File: config.mk
export PLATFORM = sky130hd
export DESIGN_NAME = id_stage
export DESIGN_NICKNAME = d
export VERILOG_FILES = /design/src/rtl/id_stage_pkg.sv /design/src/rtl/id_branch_unit.sv /design/src/rtl/id_stage.sv
export SDC_FILE = /design/constraint.sdc
export NUM_CORES = 1
export LEC_CHECK = 0
export BUFFER_PORTS_ARGS = -buffer_cell sky130_fd_sc_hd__buf_2
export CAP_MARGIN = 40
export CORE_MARGIN = 1.5
export CORE_UTILIZATION = 38
export DETAILED_ROUTE_END_ITERATION = 10
export GPL_ROUTABILITY_DRIVEN = 0
export PLACE_DENSITY_LB_ADDON = 0.05
export SYNTH_ARGS = -nofsm -noshare
export SYNTH_HDL_FRONTEND = slang
export SYNTH_SLANG_ARGS = --single-unit
File: constraint.sdc
create_clock -name clk -period 5.1 [get_ports clk]
set_clock_uncertainty 0.2 [all_clocks]
set_input_delay 0.255 -clock clk [delete_from_list [all_inputs] [get_ports clk]]
set_output_delay 0.255 -clock clk [all_outputs]
set_load 0.1 [all_outputs]
File: src/rtl/id_stage_pkg.sv
// Shared definitions for the decode stage: bus widths, opcodes, decode-bus
// field layout (also consumed by EX) and branch offset helpers.
package id_stage_pkg;

    localparam int unsigned FS_BUS_W = 65;
    localparam int unsigned DS_BUS_W = 135;
    localparam int unsigned BR_BUS_W = 33;

    // Major opcodes, inst[31:26]
    localparam logic [5:0] OP_JIRL = 6'h13;
    localparam logic [5:0] OP_B    = 6'h14;
    localparam logic [5:0] OP_BL   = 6'h15;
    localparam logic [5:0] OP_BEQ  = 6'h16;
    localparam logic [5:0] OP_BNE  = 6'h17;
    localparam logic [5:0] OP_BLT  = 6'h18;
    localparam logic [5:0] OP_BGE  = 6'h19;
    localparam logic [5:0] OP_BLTU = 6'h1a;
    localparam logic [5:0] OP_BGEU = 6'h1b;

    // Store group, inst[31:24]
    localparam logic [7:0] OP8_STORE = 8'h29;

    // Immediate-only forms without an rj source, inst[31:25]
    localparam logic [6:0] OP7_LU12I     = 7'h0a;
    localparam logic [6:0] OP7_PCADDU12I = 7'h0e;

    // ds_to_es_bus field layout
    localparam int unsigned DS_ADEF_BIT  = 134;
    localparam int unsigned DS_GR_WE_BIT = 133;
    localparam int unsigned DS_DEST_LSB  = 128;
    localparam int unsigned DS_RKD_LSB   = 96;
    localparam int unsigned DS_RJ_LSB    = 64;
    localparam int unsigned DS_INST_LSB  = 32;
    localparam int unsigned DS_PC_LSB    = 0;

    // Fetch bus as seen by ID, MSB first
    typedef struct packed {
        logic        adef;
        logic [31:0] inst;
        logic [31:0] pc;
    } fs_bus_t;

    typedef enum logic [2:0] {
        BrNone,
        BrEq,
        BrNe,
        BrLt,
        BrGe,
        BrLtu,
        BrGeu
    } br_cond_e;

    // Word offsets are scaled by 4 and sign-extended to 32 bits
    function automatic logic [31:0] sext_offs16(input logic [15:0] offs);
        return {{14{offs[15]}}, offs, 2'b00};
    endfunction

    function automatic logic [31:0] sext_offs26(input logic [25:0] offs);
        return {{4{offs[25]}}, offs, 2'b00};
    endfunction

endpackage

File: src/rtl/id_branch_unit.sv
// Branch resolution for ID: condition compare and target adder, purely
// combinational.
module id_branch_unit
    import id_stage_pkg::*;
(
    input  br_cond_e    cond,
    input  logic        is_jirl,
    input  logic        is_b26,
    input  logic [31:0] pc,
    input  logic [31:0] inst,
    input  logic [31:0] rj_value,
    input  logic [31:0] rkd_value,
    output logic        cond_true,
    output logic [31:0] target
);

    logic [15:0] offs16;
    logic [25:0] offs26;

    assign offs16 = inst[25:10];
    assign offs26 = {inst[9:0], inst[25:10]};

    // Evaluate the conditional-branch predicate
    always_comb begin
        cond_true = 1'b0;
        case (cond)
            BrEq:    cond_true = (rj_value == rkd_value);
            BrNe:    cond_true = (rj_value != rkd_value);
            BrLt:    cond_true = ($signed(rj_value) <  $signed(rkd_value));
            BrGe:    cond_true = ($signed(rj_value) >= $signed(rkd_value));
            BrLtu:   cond_true = (rj_value <  rkd_value);
            BrGeu:   cond_true = (rj_value >= rkd_value);
            default: cond_true = 1'b0;
        endcase
    end

    // Select base and offset for the branch target; adds wrap at 32 bits
    always_comb begin
        target = pc + sext_offs16(offs16);
        if (is_jirl) begin
            target = rj_value + sext_offs16(offs16);
        end else if (is_b26) begin
            target = pc + sext_offs26(offs26);
        end
    end

endmodule

File: src/rtl/id_stage.sv
// Instruction-decode stage: latches the fetch bus, reads the register file,
// stalls on RAW hazards (no forwarding) and resolves branches back to fetch.
module id_stage
    import id_stage_pkg::*;
(
    input  logic                clk,
    input  logic                reset,
    input  logic                fs_to_ds_valid,
    input  logic [FS_BUS_W-1:0] fs_to_ds_bus,
    output logic                ds_allowin,
    output logic [BR_BUS_W-1:0] br_collect,
    input  logic                es_allowin,
    output logic                ds_to_es_valid,
    output logic [DS_BUS_W-1:0] ds_to_es_bus,
    output logic [4:0]          rf_raddr1,
    input  logic [31:0]         rf_rdata1,
    output logic [4:0]          rf_raddr2,
    input  logic [31:0]         rf_rdata2,
    input  logic [5:0]          es_dest_bus,
    input  logic [5:0]          ms_dest_bus,
    input  logic [5:0]          ws_dest_bus,
    input  logic                ws_flush
);

    fs_bus_t     fs_bus_q;
    logic        ds_valid_q;

    logic [31:0] inst;
    logic [31:0] pc;
    logic        inst_adef;
    logic [5:0]  opcode;

    logic        is_jirl;
    logic        is_b;
    logic        is_bl;
    logic        is_cond;
    logic        is_store;
    logic        is_3r;
    br_cond_e    br_cond;

    logic        src2_is_rd;
    logic        rj_used;
    logic        src2_used;
    logic [4:0]  dest;
    logic        gr_we;

    logic        hazard;
    logic        ds_ready_go;
    logic        cond_true;
    logic [31:0] br_target;
    logic        br_taken;

    assign inst      = fs_bus_q.inst;
    assign pc        = fs_bus_q.pc;
    assign inst_adef = fs_bus_q.adef;
    assign opcode    = inst[31:26];

    // Opcode decode and branch condition selection
    always_comb begin
        is_jirl  = (opcode == OP_JIRL);
        is_b     = (opcode == OP_B);
        is_bl    = (opcode == OP_BL);
        is_cond  = (opcode >= OP_BEQ) && (opcode <= OP_BGEU);
        is_store = (inst[31:24] == OP8_STORE);
        is_3r    = (inst[31:22] == 10'b0) && (inst[21:20] != 2'b00);
        br_cond  = BrNone;
        case (opcode)
            OP_BEQ:  br_cond = BrEq;
            OP_BNE:  br_cond = BrNe;
            OP_BLT:  br_cond = BrLt;
            OP_BGE:  br_cond = BrGe;
            OP_BLTU: br_cond = BrLtu;
            OP_BGEU: br_cond = BrGeu;
            default: br_cond = BrNone;
        endcase
    end

    // Register sources, destination and write enable
    always_comb begin
        src2_is_rd = is_cond | is_store;
        rj_used    = ~(is_b | is_bl | (inst[31:25] == OP7_LU12I)
                       | (inst[31:25] == OP7_PCADDU12I));
        src2_used  = is_cond | is_store | is_3r;
        dest       = is_bl ? 5'd1 : inst[4:0];
        gr_we      = ~(is_b | is_cond | is_store | inst_adef) && (dest != 5'd0);
        rf_raddr1  = inst[9:5];
        rf_raddr2  = src2_is_rd ? inst[4:0] : inst[14:10];
    end

    // RAW hazard: any valid downstream writer of a used, non-zero source
    always_comb begin
        hazard = 1'b0;
        if (rj_used && rf_raddr1 != 5'd0) begin
            hazard = hazard
                   | (es_dest_bus[5] && es_dest_bus[4:0] == rf_raddr1)
                   | (ms_dest_bus[5] && ms_dest_bus[4:0] == rf_raddr1)
                   | (ws_dest_bus[5] && ws_dest_bus[4:0] == rf_raddr1);
        end
        if (src2_used && rf_raddr2 != 5'd0) begin
            hazard = hazard
                   | (es_dest_bus[5] && es_dest_bus[4:0] == rf_raddr2)
                   | (ms_dest_bus[5] && ms_dest_bus[4:0] == rf_raddr2)
                   | (ws_dest_bus[5] && ws_dest_bus[4:0] == rf_raddr2);
        end
    end

    id_branch_unit u_branch (
        .cond      (br_cond),
        .is_jirl   (is_jirl),
        .is_b26    (is_b | is_bl),
        .pc        (pc),
        .inst      (inst),
        .rj_value  (rf_rdata1),
        .rkd_value (rf_rdata2),
        .cond_true (cond_true),
        .target    (br_target)
    );

    // Handshake and branch redirect; a faulting fetch never redirects and
    // never waits on operands since it only carries the exception to WB
    always_comb begin
        ds_ready_go    = ~hazard | inst_adef;
        ds_allowin     = ~ds_valid_q | (ds_ready_go & es_allowin);
        ds_to_es_valid = ds_valid_q & ds_ready_go & ~ws_flush;
        // Only redirect when the branch actually moves to EX, otherwise
        // fetch would discard the target while ID is back-pressured
        br_taken       = ds_valid_q & ds_ready_go & es_allowin & ~ws_flush & ~inst_adef
                       & (is_b | is_bl | is_jirl | cond_true);
        br_collect     = {br_taken, br_target};
    end

    // Pack the decode bus; operands come straight from the register file
    always_comb begin
        ds_to_es_bus                                = '0;
        ds_to_es_bus[DS_ADEF_BIT]                   = inst_adef;
        ds_to_es_bus[DS_GR_WE_BIT]                  = gr_we;
        ds_to_es_bus[DS_DEST_LSB +: 5]              = dest;
        ds_to_es_bus[DS_RKD_LSB +: 32]              = rf_rdata2;
        ds_to_es_bus[DS_RJ_LSB +: 32]               = rf_rdata1;
        ds_to_es_bus[DS_INST_LSB +: 32]             = inst;
        ds_to_es_bus[DS_PC_LSB +: 32]               = pc;
    end

    // Stage valid and fetch-bus latch; the wrong-path successor of a taken
    // branch is dropped on the same edge the branch leaves
    always_ff @(posedge clk or posedge reset) begin
        if (reset) begin
            ds_valid_q <= 1'b0;
            fs_bus_q   <= '0;
        end else if (ds_allowin) begin
            ds_valid_q <= fs_to_ds_valid & ~br_taken & ~ws_flush;
            fs_bus_q   <= fs_to_ds_bus;
        end else if (ws_flush) begin
            ds_valid_q <= 1'b0;
        end
    end

endmodule

==> results.toml, run 1 <==
[status]
status = "complete, no violations"

[synth]
ys_dominant_reg_cell = "dfrtp_1"
synth_area_leaders = "dfrtp_1 21%, ha_1 14%, buf_4 7.0%"
yosysMostFrequentCell = "ha_1"
synth_edf_count = 0
async_flop_share = 1.00
syn_inst = 921
ys_types = 66
synth-seq-cells = 66
synth_top_cell_by_area = "dfrtp_1"
synth_fp_nets = 1165
synth_commonest_cells = "90 x ha_1, 80 x a21oi_1, 74 x buf_4"
synth_top_area_share = 0.209
syn_area_um2 = 7910
postSynthAreaPerCell_um2 = 8.59
yosysWarnings = 0
ys_seq_area_frac = 0.209

[timing]
final-setup-viol-count = 0
timing.slew.headroom = 0.496
hold_viol = 0
fin_crit_sh = 0.907
hold_slack_ns = 0.316
maxSlewViolCount = 0
final.min_clock_period_ns = 4.63
fmax_ghz = 0.216
setup_ws_ns = 0.472
tns_ns = 0
rsz0062_at_grt = "false"
tightest_slew_ns = 0.756

[setup_path]
worstReg2RegEnd = "ds_valid_q$_DFFE_PP0P_"
crit_type = "reg -> out"
reg2reg_depth = 12
crit_start = "inst[31]$_DFFE_PP0P_"
crit_path_start_kind = "flip-flop"
r2r_start = "inst[29]$_DFFE_PP0P_"
r2r_slack_ns = 0.97
cp_data_required_time_ns = 4.64
crit_arrival_ns = 4.17
critPathCaptureType = "output port"
cp_max_fo = 14
crit_path_end = "br_collect[31]"

[place]
placed_area_um2 = 9450
dp_hpwl_um = 20500
portBuffers = 331
placed_cells = 1438
place_ws_ns = 0.705

[detailed_routing]
routed_wirelength_um = 25900
wire_per_inst_um = 17.0
vias_per_cell = 5.17
vias = 7864
drtIter0Drc = 279
antenna_left = 0
drt-pass1-iter-count = 5
drc_errors = 0

[cts]
clock_path_buffers = 2
ctsHtreeMaxLevel = 3
root_buffer = "clkbuf_16"
postCtsSetupRepairBufs = 0
clock_latency_ns = 0.35
cts_tree = "done"
cts_buffers = 9
path_clk_slew_ns = 0.07
clock_sinks = 66

[layout]
layout.nets = 1491
ff_latch_area_um2 = 1650
fillCellCount = 2039
instances_no_fill = 1522
diodes = 0
fin_util = 0.513
drive_gt1_frac = 0.358
synthToLayoutAreaGrowth_pct = 31.7
final_design_area_no_fill_um2 = 10400
multiInputGateArea_um2 = 5410

[power_and_ir_drop]
finalPower_mw = 3.87
p_leak_nw = 5.40
powerDensity_nw_per_um2 = 371
ir_drop_v = 0.000232

[grt]
grtUsageTotal = 0.236
grt_max_degree = 42
grt_pass1_vias = 7762
grt_antenna_before_repair = 0
grt_pass1_wl_um = 40400
grt-ovfl-total = 0

[flow_run]
drv_cap = 0

[floorplanning]
coreArea_um2 = 20300
io_pins = 332
die_area_um2 = 21700
initial_utilization = 0.390
die_h_um = 147
die_width_um = 147
row_count = 52

[worst_hold_path]
hp-class = "in -> async"
[kinds of logic (layout without fill, tap and decap cells)]
logic type / Yosys count / in the layout / share of synthesized area
simple gates: 210 / 210 / 0.139
fa+ha+maj: 92 / 92 / 0.147
buf+inv: 161 / 492 / 0.116
flops: 66 / 66 / 0.209
xor+xnor: 64 / 64 / 0.0709
compound gates: 261 / 261 / 0.208
mux: 67 / 67 / 0.109
[worst min path at each step]
| stage | endpoint | slack (ns) | cells past startpoint |
|---|---|---|---|
| 4_1_cts | inst[14]$_DFFE_PP0P_ | 0.30 | 4 |
| 2_1_floorplan | ds_valid_q$_DFFE_PP0P_ | 0.16 | 1 |
| 3_5_place_dp | inst[13]$_DFFE_PP0P_ | 0.14 | 3 |
| 5_1_grt | pc[1]$_DFFE_PP0P_ | 0.36 | 1 |
| 6_report | inst[14]$_DFFE_PP0P_ | 0.32 | 4 |
| 3_3_place_gp | ds_valid_q$_DFFE_PP0P_ | 0.28 | 2 |
[registers in the layout, summed over array words and instances (netlist names)]
signal and flops:
inst 32, pc 32, ds_valid_q 1, inst_adef 1
[area by class of cell]
type / instances / area share
flip-flops and latches: 66 / 0.158
well taps: 270 / 0.0324
clock buffers: 9 / 0.0216
repair buffers: 411 / 0.240
clock inverters: 7 / 0.00576
multi-input cells: 694 / 0.519
inverters: 65 / 0.0235
[cells in the final DEF, fill, tap and decap left out, types with 10 or more instances in the layout]
cell / Yosys / layout
buf_2: 5 / 328
ha_1: 90 / 90
a21oi_1: 80 / 77
dlygate4sd3_1: 0 / 68
dfrtp_1: 66 / 66
inv_1: 65 / 64
nand2_1: 46 / 46
o21ai_0: 53 / 45
a21o_1: 43 / 43
nand3_1: 35 / 35
mux2_2: 35 / 35
xnor2_1: 33 / 33
nor2_1: 31 / 31
xor2_1: 31 / 31
mux2_4: 30 / 30
nor3_1: 16 / 16
nand2b_1: 13 / 13
o21a_1: 11 / 11
a31oi_1: 11 / 10
buf_4: 74 / 10
[repair_timing]
item	4_1_cts	5_1_grt
endpoints found under the hold margin	93	0
hold buffers	68	0
gates resized for setup	0	1
setup endpoints to repair	0	1
[routing by layer]
layer	up-vias	wire length, µm	GRT usage	share of wire
li1	3926	-	-	-
met1	3646	11200	0.288	0.43
met2	260	12900	0.423	0.50
met3	32	1380	0.0432	0.053
met4	0	481	0.0650	0.019
met5	-	0	0	0
[critical path, cell delays in order (launching register included)]
cell	delay [ns]
dfrtp_1	0.42
nand2b_1	0.22
nor4_2	0.15
buf_4	0.23
nor2b_2	0.11
a21o_1	0.17
ha_1	0.32
a21oi_1	0.23
inv_1	0.07
a21oi_1	0.14
o21ai_0	0.16
a2111o_1	0.40
o211ai_1	0.30
o221ai_1	0.18
a21oi_1	0.20
xnor2_1	0.10
mux2i_2	0.21
buf_12	0.21
[report_power, final]
part	internal, mW	leakage (nW)	switching, mW
Sequential	0.569	0.770	0.0724
Combinational	0.646	4.50	1.95
Clock	0.338	0.131	0.293
(Power assumes the default switching activity.)
==> run 2: changes to the inputs <==
--- a/config.mk
+++ b/config.mk
@@ -8,7 +8,7 @@
 export BUFFER_PORTS_ARGS = -buffer_cell sky130_fd_sc_hd__buf_2
 export CAP_MARGIN = 40
 export CORE_MARGIN = 1.5
-export CORE_UTILIZATION = 38
+export CORE_UTILIZATION = 48
 export DETAILED_ROUTE_END_ITERATION = 10
 export GPL_ROUTABILITY_DRIVEN = 0
 export PLACE_DENSITY_LB_ADDON = 0.05
==> run 2 against run 1 <==
Compared with the run above:
- worst hold slack worse by 0.099 ns
- wire length down 2.0%
- clock-buffer cell count unchanged
- utilization up 13 points
- register-to-register slack better by 0.11 ns
- die area down 20%
- worst setup slack worse by 0.066 ns
==> results.toml, run 2 (synthesized netlist as in run 1, its figures left out) <==
[status]
status = "complete, no violations"

[layout]
synthToLayoutAreaGrowth_pct = 30.8
ff_latch_area_um2 = 1650
layout.nets = 1488
layout_common_cells = "328 x buf_2, 90 x ha_1, 77 x a21oi_1"
final_common_cell = "buf_2"
diodes = 0
multiInputGateArea_um2 = 5410
final_design_area_no_fill_um2 = 10400
fillCellCount = 1430
drive_gt1_frac = 0.356

[power_and_ir_drop]
p_clk_frac = 0.162
powerDensity_nw_per_um2 = 373
p_int_mw = 1.55
p_sw_frac = 0.599
p_leak_nw = 5.40
ir_drop_v = 0.000497
sequentialPowerShare = 0.167
comb_power_share = 0.671
p_sw_mw = 2.31

[floorplanning]
die_h_um = 131
die_area_um2 = 17300
initial_utilization = 0.494
die_width_um = 131
io_pins = 332
coreArea_um2 = 16000
row_count = 46

[timing]
timing.slew.headroom = 0.556
rsz0062_at_grt = "false"
final.min_clock_period_ns = 4.69
fin_crit_sh = 0.920
hold_viol = 0
fmax_ghz = 0.213
tns_ns = 0
tightest_slew_ns = 0.659
setup_ws_ns = 0.406
final-setup-viol-count = 0
maxSlewViolCount = 0

[detailed_routing]
vias_per_cell = 5.44
antenna_left = 0
drc_errors = 0
drtIter0Drc = 429
drt-pass1-iter-count = 5
vias = 7971
wire_per_inst_um = 17.3
routed_wirelength_um = 25400

[setup_path]
critPathCaptureType = "output port"
crit_arrival_ns = 4.24
worstReg2RegEnd = "ds_valid_q$_DFFE_PP0P_"
cp_max_fo = 14
reg2reg_depth = 11
crit_type = "reg -> out"
cp_data_required_time_ns = 4.64
r2r_start = "inst[29]$_DFFE_PP0P_"
crit_path_start_kind = "flip-flop"
r2r_slack_ns = 1.08

[grt]
met2_usage = 0.527
grt_most_used_layer = "met2"
grt_use_met3 = 0.0505
grt_pass1_vias = 7796
grt_use_met1 = 0.350
grt-ovfl-total = 0
grt_pass1_wl_um = 40500
grtUsageTotal = 0.292
grt_max_degree = 62
grt_antenna_before_repair = 0

[worst_hold_path]
hp-class = "in -> async"

[place]
placed_area_um2 = 9380
place_ws_ns = 0.711
dp_hpwl_um = 19600
portBuffers = 331

[cts]
clock_latency_ns = 0.35
cts_buffers = 9
ctsHtreeMaxLevel = 3
clock_path_buffers = 2
path_clk_slew_ns = 0.06
cts_tree = "done"
root_buffer = "clkbuf_16"
clock_sinks = 66

[flow_run]
drv_cap = 0
## run 2: changes by cell type in the layout (fill, tap and decap cells not counted)
cell | previous run | this run
buf_16 | 0 | 1
clkinv_2 | 1 | 0
inv_2 | 0 | 1
buf_4 | 10 | 6
## run 2: layout make-up
type	instances	area share
Clock inverter	7	0.00580
Tap cell	216	0.0261
Sequential cell	66	0.160
Clock buffer	9	0.0218
Multi-Input combinational cell	694	0.522
Timing Repair Buffer	408	0.241
Inverter	65	0.0236
## run 2: worst max-delay path by stage
stage                         start              to  slack (ns)  depth (start not counted)
2_1_floorplan  inst[28]$_DFFE_PP0P_  br_collect[18]       -0.69                         12
3_3_place_gp   inst[28]$_DFFE_PP0P_  br_collect[29]        0.76                         17
3_5_place_dp   inst[28]$_DFFE_PP0P_  br_collect[31]        0.71                         17
4_1_cts        inst[28]$_DFFE_PP0P_  br_collect[31]        0.33                         17
5_1_grt        inst[28]$_DFFE_PP0P_  br_collect[31]        0.04                         17
6_report       inst[28]$_DFFE_PP0P_  br_collect[29]        0.41                         17
## run 2: worst max-delay path: stages, from the launching register on
cell	delay, ns
dfrtp_1	0.55
inv_1	0.12
nor4_2	0.25
buf_4	0.23
nor2b_2	0.11
a21o_1	0.17
ha_1	0.31
a21oi_1	0.21
inv_1	0.06
a21oi_1	0.13
o21ai_0	0.14
a2111o_1	0.40
o211ai_1	0.29
o21ai_0	0.18
xnor2_1	0.16
nand2_1	0.08
o21ai_2	0.06
buf_2	0.43
## run 2: timing repair
item	4_1_cts	5_1_grt
buffers inserted	0	0
resized for setup	0	1
endpoints found under the hold margin	132	0
hold buffers	68	0
endpoints found under the setup margin	0	3
## run 2: metrics by stage
| step | util | hold WS [ns] | power (mW) | instances |
|---|---|---|---|---|
| 3_3_place_gp | 0.583 | 0.278 | 3.19 | 1379 |
| 5_1_grt | 0.647 | 0.247 | 4.03 | 1465 |
| 4_1_cts | 0.647 | 0.210 | 3.87 | 1465 |
| 6_report | 0.647 | 0.217 | 3.86 | 1465 |
| 2_1_floorplan | - | 0.164 | 2.74 | 921 |
| 3_5_place_dp | 0.586 | 0.0208 | 3.19 | 1381 |
## run 2: metal layers
metal	share of wire	wire length, µm
met2	0.50	12700
met4	0.020	519
met5	0	0
met3	0.058	1480
met1	0.42	10700
## run 2: power by group through the flow
stage / registers, mW / clock network (mW) / logic (mW)
floorplan: 0.946 / 0 / 1.80
global placement: 0.654 / 0 / 2.53
detailed placement: 0.654 / 0 / 2.54
CTS: 0.645 / 0.637 / 2.59
global route: 0.652 / 0.658 / 2.72
finish: 0.646 / 0.624 / 2.59
